### src/rtl/ball_pkg.sv
`default_nettype none
// ============================================================================
//  Module      : ball_pkg
//  Description : Shared types and constants for the breakout ball engine:
//                frame FSM state encoding, coordinate widths, default
//                screen size and the erase colour.
//  Revision    : 1.0 - initial release
// ============================================================================
package ball_pkg;

    // Coordinate and offset widths
    localparam int X_W   = 8;
    localparam int Y_W   = 7;
    localparam int OFS_W = 3;

    // Default screen geometry
    localparam int SCR_W_DEF = 160;
    localparam int SCR_H_DEF = 120;

    // Background colour used when erasing the old sprite
    localparam logic [2:0] COLOUR_BLACK = 3'b000;

    // Frame sequencing states
    typedef enum logic [2:0] {
        IDLE   = 3'd0,
        ERASE  = 3'd1,
        UPDATE = 3'd2,
        DRAW   = 3'd3,
        DONE   = 3'd4
    } state_t;

endpackage
`default_nettype wire

### src/rtl/ball_if.sv
`default_nettype none
// ============================================================================
//  Module      : ball_if
//  Description : Bundle between the sprite controller (master) and the ball
//                engine (slave): frame request, collision events, pixel
//                plot stream and ball state read-back.
//  Revision    : 1.0 - initial release
// ============================================================================
interface ball_if;
    import ball_pkg::*;

    // Controller -> engine
    logic             start;
    logic [2:0]       colour_in;
    logic             paddle_collision;
    logic             h_bounce;
    logic             v_bounce;

    // Engine -> controller / VGA
    logic [X_W-1:0]   x;
    logic [Y_W-1:0]   y;
    logic [2:0]       colour;
    logic             plot;
    logic             done;
    logic             miss;
    logic [X_W-1:0]   ball_x_top;
    logic [Y_W-1:0]   ball_y_top;
    logic             h_q;
    logic             v_q;

    modport master (
        output start, colour_in, paddle_collision, h_bounce, v_bounce,
        input  x, y, colour, plot, done, miss, ball_x_top, ball_y_top, h_q, v_q
    );

    modport slave (
        input  start, colour_in, paddle_collision, h_bounce, v_bounce,
        output x, y, colour, plot, done, miss, ball_x_top, ball_y_top, h_q, v_q
    );

endinterface
`default_nettype wire

### src/rtl/ball_engine_sprite_raster.sv
`default_nettype none
// ============================================================================
//  Module      : sprite_raster
//  Description : Row-major offset scanner over a BALL_W x BALL_H sprite.
//                dx is the fast index. Advances on enable, wraps to (0,0)
//                after the last pixel; last flags the final offset.
//  Revision    : 1.0 - initial release
// ============================================================================
module sprite_raster
    import ball_pkg::*;
#(
    parameter int BALL_W = 3,
    parameter int BALL_H = 3
) (
    input  wire logic             clock,
    input  wire logic             reset,
    input  wire logic             clear,
    input  wire logic             enable,
    output logic [OFS_W-1:0]      dx,
    output logic [OFS_W-1:0]      dy,
    output logic                  last
);

    localparam logic [OFS_W-1:0] DX_END = OFS_W'(BALL_W - 1);
    localparam logic [OFS_W-1:0] DY_END = OFS_W'(BALL_H - 1);

    logic row_end;

    // Decode end of row and end of sprite from the current offset
    always_comb begin
        row_end = (dx == DX_END);
        last    = row_end && (dy == DY_END);
    end

    // Offset counter: dx fast, dy slow, wrap to origin after the last pixel
    always_ff @(posedge clock or posedge reset) begin
        if (reset) begin
            dx <= '0;
            dy <= '0;
        end else if (clear) begin
            dx <= '0;
            dy <= '0;
        end else if (enable) begin
            if (row_end) begin
                dx <= '0;
                dy <= last ? '0 : dy + 1'b1;
            end else begin
                dx <= dx + 1'b1;
            end
        end
    end

endmodule
`default_nettype wire

### src/rtl/ball_engine.sv
`default_nettype none
// ============================================================================
//  Module      : ball_engine
//  Description : Breakout ball. Each start request runs one frame: erase the
//                sprite at the old position, move with wall/brick/paddle
//                bounce, draw at the new position, pulse done (and miss when
//                the ball fell past the bottom wall).
//  Options     : BALL_SPEEDUP_EN - every 4th paddle hit raises the step by
//                one (up to STEP_MAX); a miss restores the base step.
//  Revision    : 1.0 - initial release
// ============================================================================
module ball_engine
    import ball_pkg::*;
#(
    parameter int BALL_W   = 3,
    parameter int BALL_H   = 3,
    parameter int SCR_W    = SCR_W_DEF,
    parameter int SCR_H    = SCR_H_DEF,
    parameter int X0       = 78,
    parameter int Y0       = 58,
    parameter int STEP     = 1,
    parameter int STEP_MAX = 4
) (
    input  wire logic clock,
    input  wire logic reset,
    ball_if.slave     bus
);

    // The ceiling also bounds the base speed so a misconfigured pair stays sane
    localparam int STEP_BASE = (STEP < STEP_MAX) ? STEP : STEP_MAX;

    localparam logic signed [X_W:0] X_MAX = (X_W + 1)'(SCR_W - BALL_W);
    localparam logic signed [Y_W:0] Y_MAX = (Y_W + 1)'(SCR_H - BALL_H);

    state_t state, state_next;

    logic [X_W-1:0]   pos_x;
    logic [Y_W-1:0]   pos_y;
    logic             h_dir;
    logic             v_dir;
    logic [2:0]       step;

    logic             lat_pc, lat_hb, lat_vb;
    logic             pass_end;
    logic             miss_pend;

    logic             emit;
    logic             raster_clear;
    logic [OFS_W-1:0] dx, dy;
    logic             raster_last;

    // Next-position results, valid in UPDATE
    logic             eff_pc, eff_hb, eff_vb;
    logic             h_pre, v_pre;
    logic signed [X_W:0] nx_s;
    logic signed [Y_W:0] ny_s;
    logic [X_W-1:0]   upd_x;
    logic [Y_W-1:0]   upd_y;
    logic             upd_h, upd_v, upd_miss;

    logic [X_W-1:0]   base_x, pix_x;
    logic [Y_W-1:0]   base_y, pix_y;

    sprite_raster #(
        .BALL_W (BALL_W),
        .BALL_H (BALL_H)
    ) u_raster (
        .clock  (clock),
        .reset  (reset),
        .clear  (raster_clear),
        .enable (emit),
        .dx     (dx),
        .dy     (dy),
        .last   (raster_last)
    );

    // Frame state register
    always_ff @(posedge clock or posedge reset) begin
        if (reset) begin
            state <= IDLE;
        end else begin
            state <= state_next;
        end
    end

    // Next state; emit marks edges that load a pixel into the plot registers
    always_comb begin
        state_next   = state;
        emit         = 1'b0;
        raster_clear = 1'b0;
        case (state)
            IDLE: begin
                raster_clear = !bus.start;
                if (bus.start) begin
                    state_next = ERASE;
                    emit       = 1'b1;
                end
            end
            ERASE: begin
                if (pass_end) begin
                    state_next = UPDATE;
                end else begin
                    emit = 1'b1;
                end
            end
            UPDATE: begin
                state_next = DRAW;
                emit       = 1'b1;
            end
            DRAW: begin
                if (pass_end) begin
                    state_next = DONE;
                end else begin
                    emit = 1'b1;
                end
            end
            DONE: begin
                state_next = IDLE;
            end
            default: begin
                state_next = IDLE;
            end
        endcase
    end

    // Movement: a collision arriving in the UPDATE cycle itself still counts
    always_comb begin
        eff_pc   = lat_pc | bus.paddle_collision;
        eff_hb   = lat_hb | bus.h_bounce;
        eff_vb   = lat_vb | bus.v_bounce;

        h_pre    = h_dir ^ eff_hb;
        v_pre    = eff_pc ? 1'b0 : (v_dir ^ eff_vb);

        nx_s     = h_pre ? ($signed({1'b0, pos_x}) + $signed({6'b0, step}))
                         : ($signed({1'b0, pos_x}) - $signed({6'b0, step}));
        ny_s     = v_pre ? ($signed({1'b0, pos_y}) + $signed({5'b0, step}))
                         : ($signed({1'b0, pos_y}) - $signed({5'b0, step}));

        upd_x    = nx_s[X_W-1:0];
        upd_h    = h_pre;
        upd_y    = ny_s[Y_W-1:0];
        upd_v    = v_pre;
        upd_miss = 1'b0;

        if (nx_s < 0) begin
            upd_x = '0;
            upd_h = ~h_pre;
        end else if (nx_s > X_MAX) begin
            upd_x = X_MAX[X_W-1:0];
            upd_h = ~h_pre;
        end

        if (ny_s < 0) begin
            upd_y = '0;
            upd_v = 1'b1;
        end else if (ny_s > Y_MAX) begin
            // Fell past the bottom: respawn overrides the horizontal result
            upd_x    = X_W'(X0);
            upd_y    = Y_W'(Y0);
            upd_h    = 1'b1;
            upd_v    = 1'b0;
            upd_miss = 1'b1;
        end
    end

    // Pixel address: the first draw pixel is loaded in UPDATE from the new position
    always_comb begin
        base_x = (state == UPDATE) ? upd_x : pos_x;
        base_y = (state == UPDATE) ? upd_y : pos_y;
        pix_x  = base_x + {{(X_W - OFS_W){1'b0}}, dx};
        pix_y  = base_y + {{(Y_W - OFS_W){1'b0}}, dy};
    end

    // Ball position and direction, committed at the end of UPDATE
    always_ff @(posedge clock or posedge reset) begin
        if (reset) begin
            pos_x     <= X_W'(X0);
            pos_y     <= Y_W'(Y0);
            h_dir     <= 1'b1;
            v_dir     <= 1'b0;
            miss_pend <= 1'b0;
        end else if (state == UPDATE) begin
            pos_x     <= upd_x;
            pos_y     <= upd_y;
            h_dir     <= upd_h;
            v_dir     <= upd_v;
            miss_pend <= upd_miss;
        end else if (state == DONE) begin
            miss_pend <= 1'b0;
        end
    end

    // Collision latches: capture outside IDLE, clear after UPDATE consumes them
    always_ff @(posedge clock or posedge reset) begin
        if (reset) begin
            lat_pc <= 1'b0;
            lat_hb <= 1'b0;
            lat_vb <= 1'b0;
        end else if (state == UPDATE) begin
            lat_pc <= 1'b0;
            lat_hb <= 1'b0;
            lat_vb <= 1'b0;
        end else if (state != IDLE) begin
            lat_pc <= lat_pc | bus.paddle_collision;
            lat_hb <= lat_hb | bus.h_bounce;
            lat_vb <= lat_vb | bus.v_bounce;
        end
    end

`ifdef BALL_SPEEDUP_EN
    logic [1:0] hits;

    // Speed-up: every 4th paddle hit adds one to the step; a miss resets it
    always_ff @(posedge clock or posedge reset) begin
        if (reset) begin
            step <= 3'(STEP_BASE);
            hits <= 2'd0;
        end else if (state == UPDATE) begin
            if (upd_miss) begin
                step <= 3'(STEP_BASE);
                hits <= 2'd0;
            end else if (eff_pc) begin
                hits <= hits + 2'd1;
                if ((hits == 2'd3) && (step < 3'(STEP_MAX))) begin
                    step <= step + 3'd1;
                end
            end
        end
    end
`else
    assign step = 3'(STEP_BASE);
`endif

    // Pass end flag: the last pixel of a pass was loaded on the previous edge
    always_ff @(posedge clock or posedge reset) begin
        if (reset) begin
            pass_end <= 1'b0;
        end else begin
            pass_end <= emit & raster_last;
        end
    end

    // Plot stream registers, aligned with plot
    always_ff @(posedge clock or posedge reset) begin
        if (reset) begin
            bus.x      <= '0;
            bus.y      <= '0;
            bus.colour <= COLOUR_BLACK;
            bus.plot   <= 1'b0;
        end else if (emit) begin
            bus.x      <= pix_x;
            bus.y      <= pix_y;
            bus.colour <= ((state == IDLE) || (state == ERASE)) ? COLOUR_BLACK
                                                                 : bus.colour_in;
            bus.plot   <= 1'b1;
        end else begin
            bus.plot   <= 1'b0;
        end
    end

    // Frame-complete and miss pulses, issued as DRAW hands over to DONE
    always_ff @(posedge clock or posedge reset) begin
        if (reset) begin
            bus.done <= 1'b0;
            bus.miss <= 1'b0;
        end else begin
            bus.done <= (state == DRAW) && pass_end;
            bus.miss <= (state == DRAW) && pass_end && miss_pend;
        end
    end

    // Ball state read-back
    always_comb begin
        bus.ball_x_top = pos_x;
        bus.ball_y_top = pos_y;
        bus.h_q        = h_dir;
        bus.v_q        = v_dir;
    end

endmodule
`default_nettype wire

### src/flat_wrapper.sv
// flat-port wrapper written by rule: the top's interface ports become plain ports
module ball_engine_flat import ball_pkg::*;
#(
    parameter int BALL_W   = 3,
    parameter int BALL_H   = 3,
    parameter int SCR_W    = SCR_W_DEF,
    parameter int SCR_H    = SCR_H_DEF,
    parameter int X0       = 78,
    parameter int Y0       = 58,
    parameter int STEP     = 1,
    parameter int STEP_MAX = 4
)
  (clock, reset, bus_start, bus_colour_in, bus_paddle_collision, bus_h_bounce, bus_v_bounce, bus_x, bus_y, bus_colour, bus_plot, bus_done, bus_miss, bus_ball_x_top, bus_ball_y_top, bus_h_q, bus_v_q);
  ball_if bus_i ();
  input  wire logic clock;
  input  wire logic reset;
  input wire logic [$bits(bus_i.start)-1:0] bus_start;
  input wire logic [$bits(bus_i.colour_in)-1:0] bus_colour_in;
  input wire logic [$bits(bus_i.paddle_collision)-1:0] bus_paddle_collision;
  input wire logic [$bits(bus_i.h_bounce)-1:0] bus_h_bounce;
  input wire logic [$bits(bus_i.v_bounce)-1:0] bus_v_bounce;
  output wire logic [$bits(bus_i.x)-1:0] bus_x;
  output wire logic [$bits(bus_i.y)-1:0] bus_y;
  output wire logic [$bits(bus_i.colour)-1:0] bus_colour;
  output wire logic [$bits(bus_i.plot)-1:0] bus_plot;
  output wire logic [$bits(bus_i.done)-1:0] bus_done;
  output wire logic [$bits(bus_i.miss)-1:0] bus_miss;
  output wire logic [$bits(bus_i.ball_x_top)-1:0] bus_ball_x_top;
  output wire logic [$bits(bus_i.ball_y_top)-1:0] bus_ball_y_top;
  output wire logic [$bits(bus_i.h_q)-1:0] bus_h_q;
  output wire logic [$bits(bus_i.v_q)-1:0] bus_v_q;
  assign bus_i.start = bus_start;
  assign bus_i.colour_in = bus_colour_in;
  assign bus_i.paddle_collision = bus_paddle_collision;
  assign bus_i.h_bounce = bus_h_bounce;
  assign bus_i.v_bounce = bus_v_bounce;
  assign bus_x = bus_i.x;
  assign bus_y = bus_i.y;
  assign bus_colour = bus_i.colour;
  assign bus_plot = bus_i.plot;
  assign bus_done = bus_i.done;
  assign bus_miss = bus_i.miss;
  assign bus_ball_x_top = bus_i.ball_x_top;
  assign bus_ball_y_top = bus_i.ball_y_top;
  assign bus_h_q = bus_i.h_q;
  assign bus_v_q = bus_i.v_q;
  ball_engine #(.BALL_W(BALL_W), .BALL_H(BALL_H), .SCR_W(SCR_W), .SCR_H(SCR_H), .X0(X0), .Y0(Y0), .STEP(STEP), .STEP_MAX(STEP_MAX)) u_core (.clock(clock), .reset(reset), .bus(bus_i));
endmodule
### config.mk
export PLATFORM = sky130hd
export DESIGN_NAME = ball_engine_flat
export DESIGN_NICKNAME = d
export VERILOG_FILES = /design/src/rtl/ball_pkg.sv /design/src/rtl/ball_if.sv /design/src/rtl/ball_engine_sprite_raster.sv /design/src/rtl/ball_engine.sv /design/src/flat_wrapper.sv
export SDC_FILE = /design/constraint.sdc
export NUM_CORES = 1
export LEC_CHECK = 0
export BUFFER_PORTS_ARGS = -buffer_cell sky130_fd_sc_hd__buf_2
export CAP_MARGIN = 20
export CORE_UTILIZATION = 59
export DETAILED_ROUTE_END_ITERATION = 8
export PLACE_DENSITY = 0.82
export SYNTH_ARGS = -nofsm -noshare
export SYNTH_HDL_FRONTEND = slang
export SYNTH_HIERARCHICAL = 1
export SYNTH_SLANG_ARGS = --single-unit
### constraint.sdc
create_clock -name clock -period 5.5 [get_ports clock]
set_input_delay 1.375 -clock clock [delete_from_list [all_inputs] [get_ports clock]]
set_output_delay 1.375 -clock clock [all_outputs]
set_load 0.05 [all_outputs]
==> results_tabular.tex <==
\begin{tabular}{lr}
\hline
Metric & Value \\
\hline
\multicolumn{2}{l}{\textbf{Setup path}} \\
\quad Highest net fanout along the worst path & 10 \\
\quad FF-to-FF path depth & 19 \\
\quad Startpoint Class & primary input \\
\quad Crit path max-delay cell type & sky130\_fd\_sc\_hd\_\_or3\_1 \\
\quad Required time of the critical path & 5.72 ns \\
\quad Number of stages on the worst setup path & 19 \\
\quad Critical path data arrival time & 5.52 ns \\
\quad Critical Path, Cell by Cell & buf\_2 -> or3\_1 -> nand3\_4 -> inv\_2 -> fa\_1 -> nand2b\_1 -> a21oi\_1 -> xnor2\_1 -> a211oi\_1 -> a21bo\_4 -> nand2\_2 -> a211o\_1 -> o21ai\_0 -> ha\_1 -> fa\_1 -> a21oi\_1 -> and2b\_2 -> and4\_1 -> o31ai\_1 \\
\quad Kind of cell adding the most delay to the critical path & compound AO/OA/AOI/OAI gates \\
\quad Combined buffer and inverter count along the critical path & 2 \\
\quad Classification of the worst setup path & in2reg \\
\quad CP endpoint kind & flop \\
\quad CP peak stage delay & 0.41 ns \\
\multicolumn{2}{l}{\textbf{Logic synthesis}} \\
\quad Proportion of synthesized flip-flops having asynchronous set or reset & 1.00 \\
\quad Total standard cell area after synthesis & 3620 um\^{}2 \\
\quad Number of synthesized register bits & 52 \\
\quad Synthesized Nets & 424 \\
\quad Post-synth EDFFs & 0 \\
\quad Post-synth cell types & 75 \\
\quad Average size of a mapped cell & 9.21 um\^{}2 \\
\quad Cells after Synth & 393 \\
\quad Ys flop type & sky130\_fd\_sc\_hd\_\_dfrtp\_1 \\
\quad Count of synthesis-stage warnings from yosys & 6 \\
\quad Sequential-to-total area share from yosys stat & 0.363 \\
\multicolumn{2}{l}{\textbf{Timing}} \\
\quad Hold Slack & 0.484 ns \\
\quad Hold violation count in the final report & 0 \\
\quad Final TNS setup & 0 ns \\
\quad Number of setup violations in the final report & 0 \\
\quad Unrepaired setup endpoints after global routing & no \\
\quad Measured slew at the worst slew-check pin & 0.727 ns \\
\quad Relative slew slack & 0.514 \\
\quad Final period demand of the worst path & 5.30 ns \\
\quad Final worst path period share & 0.963 \\
\quad Fmax & 189 MHz \\
\quad Clock Skew & 0.00652 ns \\
\quad Final slew viol count & 0 \\
\multicolumn{2}{l}{\textbf{Detailed routing}} \\
\quad Final wirelength & 8.47 mm \\
\quad Via count of the routed design & 3126 \\
\quad DRC violations left & 0 \\
\quad Post-route antenna net violation count & 0 \\
\quad Starting DRT DRC Count & 196 \\
\quad Length of the first detailed-routing pass in iterations & 4 \\
\quad Via-per-instance ratio & 6.02 \\
\quad Routed wirelength normalized by instance count & 16.3 um \\
\multicolumn{2}{l}{\textbf{Placed design}} \\
\quad Final HPWL from detailed placement & 6.35 mm \\
\quad Number of cells after detailed placement & 510 \\
\quad Count of buffers inserted at the top-level ports & 46 \\
\quad Final weighted congestion in routability-driven placement & 0.903 \\
\multicolumn{2}{l}{\textbf{Power}} \\
\quad Leak Pwr & 1.79 nW \\
\quad Final Total Pwr & 2.83 mW \\
\quad Power Density & 694 nW/um\^{}2 \\
\quad Peak supply drop & 368 uV \\
\multicolumn{2}{l}{\textbf{Global routing}} \\
\quad Global-route wire length before repair & 13.6 mm \\
\quad Maximum number of pins on one net before global-route repair & 47 \\
\quad Overall fraction of global-route tracks in use & 0.276 \\
\quad Initial antenna violation count & 0 \\
\quad Via count of the first global-routing pass & 2907 \\
\quad Remaining Overflow, GRT & 0 \\
\multicolumn{2}{l}{\textbf{Layout}} \\
\quad Final net count & 474 \\
\quad Most common library cell in the layout ignoring fill and taps & sky130\_fd\_sc\_hd\_\_nand2\_1 \\
\quad Final instance count without filler cells & 519 \\
\quad Share of layout cells above drive strength 1 & 0.243 \\
\quad Diodes inserted & 0 \\
\quad Area Overhead vs Synth & 12.6\% \\
\quad Most used cells in the layout excluding fill and tap cells & sky130\_fd\_sc\_hd\_\_nand2\_1, sky130\_fd\_sc\_hd\_\_buf\_2, sky130\_fd\_sc\_hd\_\_dfrtp\_1, sky130\_fd\_sc\_hd\_\_nor2\_1, sky130\_fd\_sc\_hd\_\_o21ai\_0 \\
\quad Core utilization of the finished layout & 0.688 \\
\multicolumn{2}{l}{\textbf{Min path}} \\
\quad Number of instances on the worst hold path & 2 \\
\quad Type of the tightest min-delay check & reg2reg \\
\multicolumn{2}{l}{\textbf{Floorplanning}} \\
\quad Number of I/O pins & 47 \\
\quad Starting density of the core & 0.611 \\
\quad Die W & 80.3 um \\
\quad Die Span Y & 80.3 um \\
\quad Core Region & 5920 um\^{}2 \\
\quad Number of rows created at floorplan & 28 \\
\quad DIE AREA & 6450 um\^{}2 \\
\multicolumn{2}{l}{\textbf{Status}} \\
\quad Result of the run & finished, final reports clean \\
\multicolumn{2}{l}{\textbf{CTS}} \\
\quad Post-CTS setup buffers & 0 \\
\quad Buffers from clock root to sink, at most & 2 \\
\quad CTS Root Cell & sky130\_fd\_sc\_hd\_\_clkbuf\_8 \\
\quad Clock latency on the worst-skew pair & 0.31 ns \\
\quad Clock sink count & 52 \\
\quad Number of resized instances in the post-cts repair step & 0 \\
\quad Number of buffers created by CTS & 5 \\
\quad Clock H-tree levels & 2 \\
\quad Clock transition at path regs & 0.10 ns \\
\quad Hold-fix buffers at CTS & 0 \\
\quad CTS tree & done \\
\multicolumn{2}{l}{\textbf{Flow run}} \\
\quad Max-cap violations & 0 \\
\hline
\end{tabular}
sequential cells by signal, summed over array words and instances, names as in the netlist:
signal                 cells
u_core/lat_vb              1
u_core/u_raster/dy         3
u_core/bus.h_q             1
u_core/bus.ball_y_top      7
u_core/pass_end            1
u_core/bus.miss            1
u_core/lat_pc              1
u_core/bus.x               8
u_core/bus.colour          3
u_core/bus.plot            1
u_core/bus.done            1
u_core/u_raster/dx         3
u_core/bus.v_q             1
u_core/bus.ball_x_top      8
u_core/bus.y               7
u_core/state               3
u_core/miss_pend           1
u_core/lat_hb              1
final cells by class:
cell class	instances	area (um^2)
Clock inverter	3	50.0
Fill cell	471	1850
Sequential cell	52	1310
Inverter	22	86.3
Clock buffer	5	68.8
Timing Repair Buffer	56	318
Multi-Input combinational cell	306	2140
Tap cell	75	93.8
cells by family after synthesis:
logic type | Yosys count | share of synthesized area
AO/OA/AOI/OAI | 112 | 0.224
XOR/XNOR | 19 | 0.0460
adder cells (fa/ha/maj) | 22 | 0.0823
buffers and inverters | 35 | 0.0505
flip-flops | 52 | 0.363
multiplexers | 2 | 0.00622
AND/OR/NAND/NOR | 151 | 0.228
per-stage QoR:
step | cell area [um^2] | setup slack, ns
floorplan | 3620 | 0.405
global placement | 3920 | 0.0907
detailed placement | 3920 | -0.0851
CTS | 4040 | 0.201
global route | 4070 | 0.0324
finish | 4070 | 0.201
power breakdown:
group          leakage, nW  internal (mW)  switching, mW
clock network       0.0607          0.141          0.139
logic                 1.14          0.645           1.16
registers            0.590          0.553          0.184
worst min-delay path: stages, from the launching register on:
cell	delay [ns]
sky130_fd_sc_hd__dfrtp_1	0.35
sky130_fd_sc_hd__nand2_1	0.04
sky130_fd_sc_hd__o21ai_0	0.06
final timing paths:
check	endpoint	startpoint	slack, ns
worst max-delay path	u_core/bus.x[6]$_DFFE_PP0P_	bus_v_bounce	0.20
worst min-delay path	u_core/bus.y[3]$_DFFE_PP0P_	u_core/bus.y[3]$_DFFE_PP0P_	0.48
worst max register to register	u_core/bus.x[7]$_DFFE_PP0P_	u_core/bus.h_q$_DFFE_PP1P_	0.97
worst min register to register	u_core/bus.y[3]$_DFFE_PP0P_	u_core/bus.y[3]$_DFFE_PP0P_	0.48
max in group asynchronous	u_core/bus.h_q$_DFFE_PP1P_	reset	4.08
min in group asynchronous	u_core/bus.x[0]$_DFFE_PP0P_	reset	0.93
Yosys cell counts, types with 6 or more instances:
cell type | instances | share of area
sky130_fd_sc_hd__inv_1 | 19 | 0.020
sky130_fd_sc_hd__a21oi_1 | 22 | 0.030
sky130_fd_sc_hd__o21ai_0 | 23 | 0.032
sky130_fd_sc_hd__nand3_1 | 10 | 0.014
sky130_fd_sc_hd__xor2_1 | 7 | 0.017
sky130_fd_sc_hd__nor3_1 | 9 | 0.012
sky130_fd_sc_hd__o31ai_1 | 7 | 0.015
sky130_fd_sc_hd__xnor2_1 | 12 | 0.029
sky130_fd_sc_hd__nor2_1 | 27 | 0.028
sky130_fd_sc_hd__dfrtp_1 | 43 | 0.30
sky130_fd_sc_hd__ha_1 | 19 | 0.066
sky130_fd_sc_hd__dfstp_2 | 9 | 0.065
sky130_fd_sc_hd__nand2_1 | 57 | 0.059
sky130_fd_sc_hd__o21ai_1 | 7 | 0.0097
sky130_fd_sc_hd__clkbuf_1 | 6 | 0.0062
layer usage:
metal  global-route usage  routed length (um)  up-vias
met5                    0                   0        -
met4               0.0750                 113        0
met3               0.0511                 400       13
met1                0.368                3770     1525
met2                0.459                4190       82
li1                     -                   -     1506
Power figures use the tool's default switching activity.
